===== src/rtl/riscv_arb_pkg.sv =====
// Shared types for the unified-memory arbiter: owner and FSM encodings,
// plus the load/store opcodes the pipeline decodes into d_we.
// No logic; imported by the arbiter, its selector and the bench.
package riscv_arb_pkg;

  typedef enum logic [1:0] {
    OWN_NONE = 2'd0,
    OWN_IF   = 2'd1,
    OWN_D    = 2'd2
  } owner_t;

  typedef enum logic {
    ST_IDLE = 1'b0,
    ST_WAIT = 1'b1
  } state_t;

  localparam logic [6:0] LW = 7'b000_0011;
  localparam logic [6:0] SW = 7'b010_0011;

endpackage


===== src/rtl/riscv_arb_select.sv =====
// Winner pick between fetch and data requests; data wins unless starving.
// Latency: purely combinational (0 cycles).
// Backpressure: none; caller masks requests when no grant may be issued.
import riscv_arb_pkg::*;

module riscv_arb_select (
  input  logic   if_req_i,
  input  logic   d_req_i,
  input  logic   starve_i,
  output owner_t winner_o
);

  // Starved fetch first, then the older data access, then fetch.
  always_comb begin
    winner_o = OWN_NONE;
    if (starve_i && if_req_i) begin
      winner_o = OWN_IF;
    end else if (d_req_i) begin
      winner_o = OWN_D;
    end else if (if_req_i) begin
      winner_o = OWN_IF;
    end
  end

endmodule


===== src/rtl/riscv_mem_arbiter.sv =====
// Shares one fixed-latency memory between fetch and load/store ports.
// Latency: grant and mem_en in the request cycle; rvalid MEM_LAT cycles later.
// Backpressure: one access in flight; unserved requesters hold req until gnt.
// Optional fetch-starvation guard: define ARB_FAIRNESS_EN.
import riscv_arb_pkg::*;

module riscv_mem_arbiter #(
  parameter int AW         = 32,
  parameter int DW         = 32,
  parameter int MEM_LAT    = 2,
  parameter int STARVE_MAX = 4
) (
  input  logic          clk_i,
  input  logic          reset_i,
  input  logic          if_req_i,
  input  logic [AW-1:0] if_addr_i,
  output logic          if_gnt_o,
  output logic          if_rvalid_o,
  output logic [DW-1:0] if_rdata_o,
  input  logic          d_req_i,
  input  logic          d_we_i,
  input  logic [AW-1:0] d_addr_i,
  input  logic [DW-1:0] d_wdata_i,
  output logic          d_gnt_o,
  output logic          d_rvalid_o,
  output logic [DW-1:0] d_rdata_o,
  output logic          mem_en_o,
  output logic          mem_we_o,
  output logic [AW-1:0] mem_addr_o,
  output logic [DW-1:0] mem_wdata_o,
  input  logic [DW-1:0] mem_rdata_i
);

  localparam int LCW = $clog2(MEM_LAT + 1);

  state_t         state_q, state_d;
  owner_t         owner_q, owner_d;
  logic [LCW-1:0] lat_cnt_q, lat_cnt_d;
  logic           we_q, we_d;      // in-flight data access is a store
  logic           arb_en;
  logic           starve_hit;
  owner_t         winner;

  // Grants only from IDLE and never while reset is held, so outputs stay 0.
  assign arb_en = (state_q == ST_IDLE) && !reset_i;

`ifdef ARB_FAIRNESS_EN
  localparam int SCW = $clog2(STARVE_MAX + 1);
  logic [SCW-1:0] starve_cnt_q, starve_cnt_d;

  assign starve_hit = (starve_cnt_q == SCW'(STARVE_MAX));

  // Count data grants that bypass a waiting fetch; clear once fetch is served or gone.
  always_comb begin
    starve_cnt_d = starve_cnt_q;
    if (arb_en) begin
      if (winner == OWN_IF || !if_req_i) begin
        starve_cnt_d = '0;
      end else if (winner == OWN_D) begin
        starve_cnt_d = starve_cnt_q + SCW'(1);
      end
    end
  end

  // Starvation counter register.
  always_ff @(posedge clk_i or posedge reset_i) begin
    if (reset_i) begin
      starve_cnt_q <= '0;
    end else begin
      starve_cnt_q <= starve_cnt_d;
    end
  end
`else
  assign starve_hit = 1'b0;
`endif

  riscv_arb_select u_select (
    .if_req_i (if_req_i && arb_en),
    .d_req_i  (d_req_i && arb_en),
    .starve_i (starve_hit),
    .winner_o (winner)
  );

  // FSM next state plus grant, memory strobe and response muxing.
  always_comb begin
    state_d     = state_q;
    owner_d     = owner_q;
    lat_cnt_d   = lat_cnt_q;
    we_d        = we_q;
    if_gnt_o    = 1'b0;
    d_gnt_o     = 1'b0;
    if_rvalid_o = 1'b0;
    d_rvalid_o  = 1'b0;
    if_rdata_o  = '0;
    d_rdata_o   = '0;
    mem_en_o    = 1'b0;
    mem_we_o    = 1'b0;
    mem_addr_o  = '0;
    mem_wdata_o = '0;
    case (state_q)
      ST_IDLE: begin
        if (winner != OWN_NONE) begin
          mem_en_o  = 1'b1;
          owner_d   = winner;
          lat_cnt_d = LCW'(MEM_LAT);
          state_d   = ST_WAIT;
          if (winner == OWN_D) begin
            d_gnt_o     = 1'b1;
            mem_we_o    = d_we_i;
            mem_addr_o  = d_addr_i;
            mem_wdata_o = d_wdata_i;
            we_d        = d_we_i;
          end else begin
            if_gnt_o   = 1'b1;
            mem_addr_o = if_addr_i;
            we_d       = 1'b0;
          end
        end
      end
      ST_WAIT: begin
        if (lat_cnt_q == LCW'(1)) begin
          state_d   = ST_IDLE;
          owner_d   = OWN_NONE;
          lat_cnt_d = '0;
          we_d      = 1'b0;
          if (owner_q == OWN_IF) begin
            if_rvalid_o = 1'b1;
            if_rdata_o  = mem_rdata_i;
          end else if (owner_q == OWN_D) begin
            d_rvalid_o = 1'b1;
            d_rdata_o  = we_q ? '0 : mem_rdata_i;
          end
        end else begin
          lat_cnt_d = lat_cnt_q - LCW'(1);
        end
      end
      default: begin
        state_d = ST_IDLE;
        owner_d = OWN_NONE;
      end
    endcase
  end

  // FSM and in-flight access registers; reset abandons any access in flight.
  always_ff @(posedge clk_i or posedge reset_i) begin
    if (reset_i) begin
      state_q   <= ST_IDLE;
      owner_q   <= OWN_NONE;
      lat_cnt_q <= '0;
      we_q      <= 1'b0;
    end else begin
      state_q   <= state_d;
      owner_q   <= owner_d;
      lat_cnt_q <= lat_cnt_d;
      we_q      <= we_d;
    end
  end

endmodule


===== config.mk =====
export PLATFORM = sky130hd
export DESIGN_NAME = riscv_mem_arbiter
export DESIGN_NICKNAME = d
export VERILOG_FILES = /design/src/rtl/riscv_arb_pkg.sv /design/src/rtl/riscv_arb_select.sv /design/src/rtl/riscv_mem_arbiter.sv
export SDC_FILE = /design/constraint.sdc
export NUM_CORES = 1
export LEC_CHECK = 0
export CORE_AREA = 2 2 103 105
export CTS_CLUSTER_SIZE = 30
export DETAILED_ROUTE_END_ITERATION = 6
export DIE_AREA = 0 0 105 107
export PLACE_DENSITY_LB_ADDON = 0.08
export SYNTH_ARGS = -nofsm -noshare
export SYNTH_HDL_FRONTEND = slang
export SYNTH_SLANG_ARGS = --single-unit
export TNS_END_PERCENT = 10

===== constraint.sdc =====
create_clock -name clk_i -period 2.2 [get_ports clk_i]
set_input_delay 0.44 -clock clk_i [delete_from_list [all_inputs] [get_ports clk_i]]
set_output_delay 0.44 -clock clk_i [all_outputs]
set_load 0.03 [all_outputs]

==> impl_metrics.json, run 1 <==
{
  "status": "complete, no violations",
  "portBuffers": 266,
  "syn-mean-instance-area_um2": 7.67,
  "crit_type": "flip-flop to primary output",
  "grt_usage_pct": 12.1,
  "crit_chain": "inv_2 -> ha_4 -> nand2_8 -> nor4b_4 -> buf_6 -> clkbuf_16 -> and2_1 -> buf_6",
  "p_leak_nw": 2.02,
  "drc": 0,
  "setup_tns_ns": 0,
  "final_core_util_pct": 42.7,
  "ant_nets": 0,
  "relSlewSlack_pct": 76.6,
  "hold_viol": 0,
  "initial_core_util_pct": 13.2,
  "yosysUniqueCellTypes": 19,
  "drv_slew": 0,
  "worstReg2RegStart": "state_q$_DFF_PP0_",
  "cts_tree": "built",
  "num_io_pins": 267,
  "cp_slowest_cell": "dfrtp_1",
  "max_freq_mhz": 460,
  "worst_slack_ns": 0.0273,
  "die_width_um": 105,
  "r2r.worst_path.cells": 3,
  "antenna_found_initial": 0,
  "clockBufferDepth": 2,
  "finalNetCount": 580,
  "rows": 37,
  "finalPower_w": 0.00204,
  "powerDensity_nw_per_um2": 472,
  "min_period_over_period_pct": 98.8,
  "grt_max_degree": 34,
  "r2r_slack_ns": 0.78,
  "cp_max_fo": 6,
  "detailed_place_hpwl_mm": 6.58,
  "grt_pass1_vias": 2182,
  "ys_top_cells_by_area": "and2_1 (46%), a22o_1 (21%), dfrtp_1 (11%)",
  "gp_congestion": 0.719,
  "worstPathRequired_ns": 1.76,
  "drtPass1Iterations": 4,
  "path_clk_slew_ns": 0.03,
  "die-area_um2": 11200,
  "rsz0062_at_grt": "yes",
  "cp-end-kind": "primary output",
  "skew_ns": 0.000174,
  "synthCells": 173,
  "worst_path_most_repeated_cell": "buf_6",
  "final.min_clock_period_ns": 2.17,
  "critical-path-max-stage-delay_ns": 0.38,
  "rr_endpoint": "owner_q[1]$_DFFE_PP0P_",
  "antennaDiodeCount": 0,
  "syn_to_final_growth_pct": 225,
  "drive_gt1_share_pct": 40.8,
  "wl_per_cell_um": 13.7,
  "worst_skew_pair.late_latency_ns": 0.22,
  "tightest_slew_ns": 0.350,
  "peakVddDrop_v": 0.000211,
  "synth_seq_area_share_pct": 11.3,
  "overflow": 0,
  "worst-path-buf-inv": 4,
  "core_um2": 10100,
  "synth.largest_area_cell": "and2_1",
  "ys_ff_latch": 6,
  "drv_cap": 0,
  "synth_nets": 307,
  "yosys.area.top_type_share_pct": 45.7,
  "setup_violations": 0,
  "vias": 2270,
  "yosys_warnings": 0,
  "viasPerCell": 3.91,
  "pre_cts_slack_ns": -0.189,
  "first_iter_violations": 74,
  "grt_pass1_wl_mm": 11.1,
  "critPathTopFamily": "buffers and inverters",
  "cts_num_sinks": 6,
  "syn_area_um2": 1330,
  "routed_wl_mm": 7.92,
  "die_h_um": 107,
  "start_kind": "flip-flop",
  "arrival_ns": 1.73,
  "htree_levels": 1,
  "numCtsBuffers": 3,
  "cts_root_buf": "clkbuf_8",
  "hold_class": "input port to asynchronous set/reset pin"
}
[worst max path at each step]
stage,startpoint,to,cells after the start
6_report,lat_cnt_q[1]$_DFFE_PP0P_,d_rdata_o[3],8
5_1_grt,lat_cnt_q[1]$_DFFE_PP0P_,d_rdata_o[28],8
4_1_cts,lat_cnt_q[1]$_DFFE_PP0P_,d_rdata_o[12],7
3_5_place_dp,d_req_i,mem_addr_o[5],5
3_3_place_gp,d_req_i,mem_addr_o[7],5
2_1_floorplan,state_q$_DFF_PP0_,mem_wdata_o[11],3
[per-stage QoR]
step                      cell area (um2)  instances  hold slack, ns
after floorplan                      1330        173           0.231
after global placement               3950        568           0.481
after detailed placement             3950        568           0.482
after CTS                            4060        574           0.495
after global routing                 4310        580           0.543
final                                4310        580           0.499
[Yosys cell counts]
| cell type | number |
|---|---|
| a22o_1 | 32 |
| a2bb2oi_1 | 1 |
| a31o_2 | 3 |
| and2_1 | 97 |
| buf_2 | 10 |
| buf_6 | 3 |
| clkbuf_1 | 4 |
| dfrtp_1 | 6 |
| ha_1 | 1 |
| inv_1 | 4 |
| nand2_4 | 1 |
| nor2_1 | 2 |
| nor3b_1 | 1 |
| nor3b_2 | 1 |
| nor3b_4 | 1 |
| nor4b_4 | 2 |
| o211ai_1 | 1 |
| o21ai_0 | 2 |
| or3_1 | 1 |
[routing by layer]
metal	share of wire [%]	wire [um]	vias up	global-route usage [%]
li1	-	-	1132	-
met2	57	4530	143	24.7
met3	8.9	701	4	2.98
met1	33	2640	991	12.4
met5	0	0	-	0
met4	0.58	46	0	2.10
[sequential cells by signal, indices dropped and copies added (netlist names)]
register   cells
lat_cnt_q      2
owner_q        2
state_q        1
we_q           1
[cells in the final DEF, fill, tap and decap left out]
master and n:
clkdlybuf4s50_1 129, clkbuf_8 3, buf_4 103, and2_4 12
buf_6 34, inv_1 3, or3_1 1, dfrtp_2 1
nor2_1 2, nor3b_4 2, clkbuf_16 1, dlygate4sd2_1 3
buf_12 11, o21ai_0 2, nor3b_1 1, buf_8 3
nand2_8 1, a31o_2 3, o211ai_1 1, inv_2 1
ha_4 1, and2_1 85, dfrtp_1 5, bufbuf_16 1
a22o_4 2, a22o_1 30, a2bb2oi_1 1, nor4b_4 2
[cell families (layout without fill, tap and decap cells)]
logic type | count (synthesis) | count (layout) | share of synthesized area [%]
simple gates | 106 | 106 | 54.1
compound gates | 39 | 39 | 25.1
buf+inv | 21 | 292 | 8.58
flops | 6 | 6 | 11.3
fa+ha+maj | 1 | 1 | 0.942
[cell type report]
| class | count | area (um2) |
|---|---|---|
| multi-input combinational | 146 | 1140 |
| clock buffer | 3 | 41.3 |
| sequential | 6 | 151 |
| tap | 136 | 170 |
| fill | 1047 | 5780 |
| inverter | 4 | 15.0 |
| timing repair buffer | 285 | 2800 |
[power by group]
part / internal (W) / total, W / leakage, nW / switching, W
clock network: 0.000117 / 0.000161 / 0.0216 / 0.0000433
registers: 0.000169 / 0.000266 / 0.0724 / 0.0000965
logic: 0.000849 / 0.00161 / 1.93 / 0.000763
[timing repair]
| item | in CTS | in global routing |
|---|---|---|
| gates resized for setup | 8 | 56 |
| endpoints found under the setup margin | 86 | 81 |
| hold endpoints to repair | 0 | 0 |
| buffers inserted | 2 | 4 |
| hold buffers | 0 | 0 |
| pin swaps | 1 | 7 |
| cloned | 1 | 2 |
[worst min-delay path: stages]
cell and delay (ns):
dlygate4sd2_1 0.30, buf_4 0.16, inv_1 0.18
Note: power is estimated with default switching activity, not from simulation.
==> run 2, diff against run 1 <==
--- a/config.mk
+++ b/config.mk
@@ -5,6 +5,7 @@
 export SDC_FILE = /design/constraint.sdc
 export NUM_CORES = 1
 export LEC_CHECK = 0
+export CAP_MARGIN = 0
 export CORE_AREA = 2 2 103 105
 export CTS_CLUSTER_SIZE = 30
 export DETAILED_ROUTE_END_ITERATION = 6
==> results of run 2 <==
Same layout as run 1: the final DEF is identical, and so are final timing and power.
==> run 3, diff against run 2 <==
--- a/config.mk
+++ b/config.mk
@@ -10,7 +10,6 @@
 export CTS_CLUSTER_SIZE = 30
 export DETAILED_ROUTE_END_ITERATION = 6
 export DIE_AREA = 0 0 105 107
-export PLACE_DENSITY_LB_ADDON = 0.08
 export SYNTH_ARGS = -nofsm -noshare
 export SYNTH_HDL_FRONTEND = slang
 export SYNTH_SLANG_ARGS = --single-unit
==> impl_metrics.json, run 3 (same netlist as run 1, synthesis figures left out) <==
{
  "met2_length_mm": 4.58,
  "combPwrFrac_pct": 79.9,
  "drc": 0,
  "drtPass1Iterations": 4,
  "syn_to_final_growth_pct": 226,
  "die-area_um2": 11200,
  "powerDensity_nw_per_um2": 471,
  "layout_commonest_cell": "clkdlybuf4s50_1",
  "ant_nets": 0,
  "path_clk_slew_ns": 0.04,
  "tightest_slew_ns": 0.386,
  "grt_pass1_vias": 2367,
  "max_freq_mhz": 459,
  "finalNetCount": 582,
  "p_sw_w": 0.000903,
  "worst_slack_ns": 0.0218,
  "rows": 37,
  "wl_per_cell_um": 14.2,
  "portBuffers": 266,
  "grt_max_degree": 34,
  "drv_cap": 0,
  "hold_slack_ns": 0.333,
  "grt_pass1_wl_mm": 11.5,
  "peakVddDrop_v": 0.000247,
  "min_period_over_period_pct": 99.0,
  "antenna_found_initial": 0,
  "htree_levels": 1,
  "clkPwrFrac_pct": 7.9,
  "cp-end-kind": "primary output",
  "antennaDiodeCount": 0,
  "die_width_um": 105,
  "top_layer": "met4",
  "setup_tns_ns": 0,
  "drv_slew": 0,
  "worst-path-buf-inv": 4,
  "worstPathRequired_ns": 1.76,
  "grt_usage_pct": 12.6,
  "worst_skew_pair.late_latency_ns": 0.22,
  "initial_core_util_pct": 13.2,
  "gp_congestion": 0.713,
  "pre_cts_slack_ns": -0.111,
  "sw_frac_of_total_pct": 44.2,
  "hold_class": "input port to asynchronous set/reset pin",
  "cp_max_fo": 8,
  "cp_slowest_cell": "dfrtp_1",
  "start_kind": "flip-flop",
  "status": "complete, no violations",
  "fillers": 996,
  "routed_wl_mm": 8.24,
  "p_seq_share_pct": 12.1,
  "internal_power_w": 0.00114,
  "clockBufferDepth": 2,
  "top_regs": "lat_cnt_q (2), owner_q (2)",
  "drive_gt1_share_pct": 41.9,
  "final_cell_mix": "clkdlybuf4s50_1 (129), buf_4 (102), and2_1 (80)",
  "num_io_pins": 267,
  "cts_hold_repair.buffers": 0,
  "route.met3.wl_um": 845,
  "hold_viol": 0,
  "arrival_ns": 1.74,
  "numCtsBuffers": 3,
  "p_leak_nw": 2.04,
  "vias": 2362,
  "overflow": 0,
  "core_um2": 10100,
  "first_iter_violations": 55,
  "crit_chain": "inv_2 -> ha_4 -> nand2_4 -> nor4b_4 -> buf_6 -> clkbuf_16 -> and2_4 -> buf_6",
  "critical-path-max-stage-delay_ns": 0.37,
  "viasPerCell": 4.06,
  "rsz0062_at_grt": "yes",
  "worst_path_most_repeated_cell": "buf_6",
  "relSlewSlack_pct": 74.2,
  "crit_type": "flip-flop to primary output",
  "cts_root_buf": "clkbuf_8",
  "final.min_clock_period_ns": 2.18,
  "cts_num_sinks": 6,
  "critPathTopFamily": "buffers and inverters",
  "cts_tree": "built",
  "detailed_place_hpwl_mm": 6.53,
  "wl_met1_mm": 2.74,
  "skew_ns": 0.000577,
  "setup_violations": 0,
  "die_h_um": 107
}
run 3: cell count changes in the layout (fill, tap and decap cells not counted), moves of 2 or more:
cell	previous run	this run
and2_1	85	80
and2_4	12	17
buf_6	34	39
buf_8	3	0
a22o_1	30	32
a22o_4	2	0
run 3: repair_timing:
item	CTS	global route
endpoints found under the setup margin	66	87
setup buffers	3	3
pin swaps	2	3
gates resized for setup	11	53
gates cloned	3	3
run 3: layout make-up:
cell class / count / area (um2) / area share (%)
Timing Repair Buffer: 287 / 2830 / 65.3
Multi-Input combinational cell: 146 / 1120 / 26.0
Tap cell: 136 / 170 / 3.93
Sequential cell: 6 / 151 / 3.50
Clock buffer: 3 / 41.3 / 0.953
Inverter: 4 / 15.0 / 0.347
run 3: per-layer routing:
layer | track usage (%) | up-vias
met5 | 0 | -
li1 | - | 1137
met3 | 3.71 | 4
met2 | 25.8 | 156
met4 | 3.62 | 0
met1 | 11.8 | 1065
run 3: power by group through the flow:
stage / Clock, W / Combinational [W] / Sequential [W]
3_5_place_dp: 0 / 0.00146 / 0.000248
6_report: 0.000161 / 0.00163 / 0.000248
4_1_cts: 0.000167 / 0.00152 / 0.000246
2_1_floorplan: 0 / 0.000785 / 0.000229
5_1_grt: 0.000172 / 0.00173 / 0.000255
3_3_place_gp: 0 / 0.00145 / 0.000243
run 3: metrics by stage:
| stage | instance area, um2 | util [%] | instances | total power (W) |
|---|---|---|---|---|
| 2_1_floorplan | 1330 | - | 173 | 0.00101 |
| 3_3_place_gp | 3930 | 38.9 | 567 | 0.00169 |
| 3_5_place_dp | 3930 | 38.9 | 567 | 0.00171 |
| 4_1_cts | 4090 | 40.5 | 576 | 0.00193 |
| 5_1_grt | 4330 | 42.9 | 582 | 0.00215 |
| 6_report | 4330 | 42.9 | 582 | 0.00204 |
run 3: tightest hold or removal path, delay by kind of cell:
family / cells / cell delay [ns]
buffers and inverters: 3 / 0.48
run 3: worst paths after layout:
check | start | to | slack [ns] | depth (start not counted)
setup / recovery | lat_cnt_q[1]$_DFFE_PP0P_ | d_rdata_o[12] | 0.02 | 8
max in group asynchronous | reset_i | state_q$_DFF_PP0_ | 1.66 | 3
setup reg to reg | state_q$_DFF_PP0_ | we_q$_DFFE_PP0P_ | 0.78 | 5
hold / removal | reset_i | owner_q[0]$_DFFE_PP0P_ | 0.33 | 3
hold reg to reg | lat_cnt_q[1]$_DFFE_PP0P_ | lat_cnt_q[1]$_DFFE_PP0P_ | 0.56 | 2
min in group clk_i | lat_cnt_q[1]$_DFFE_PP0P_ | lat_cnt_q[1]$_DFFE_PP0P_ | 0.56 | 2
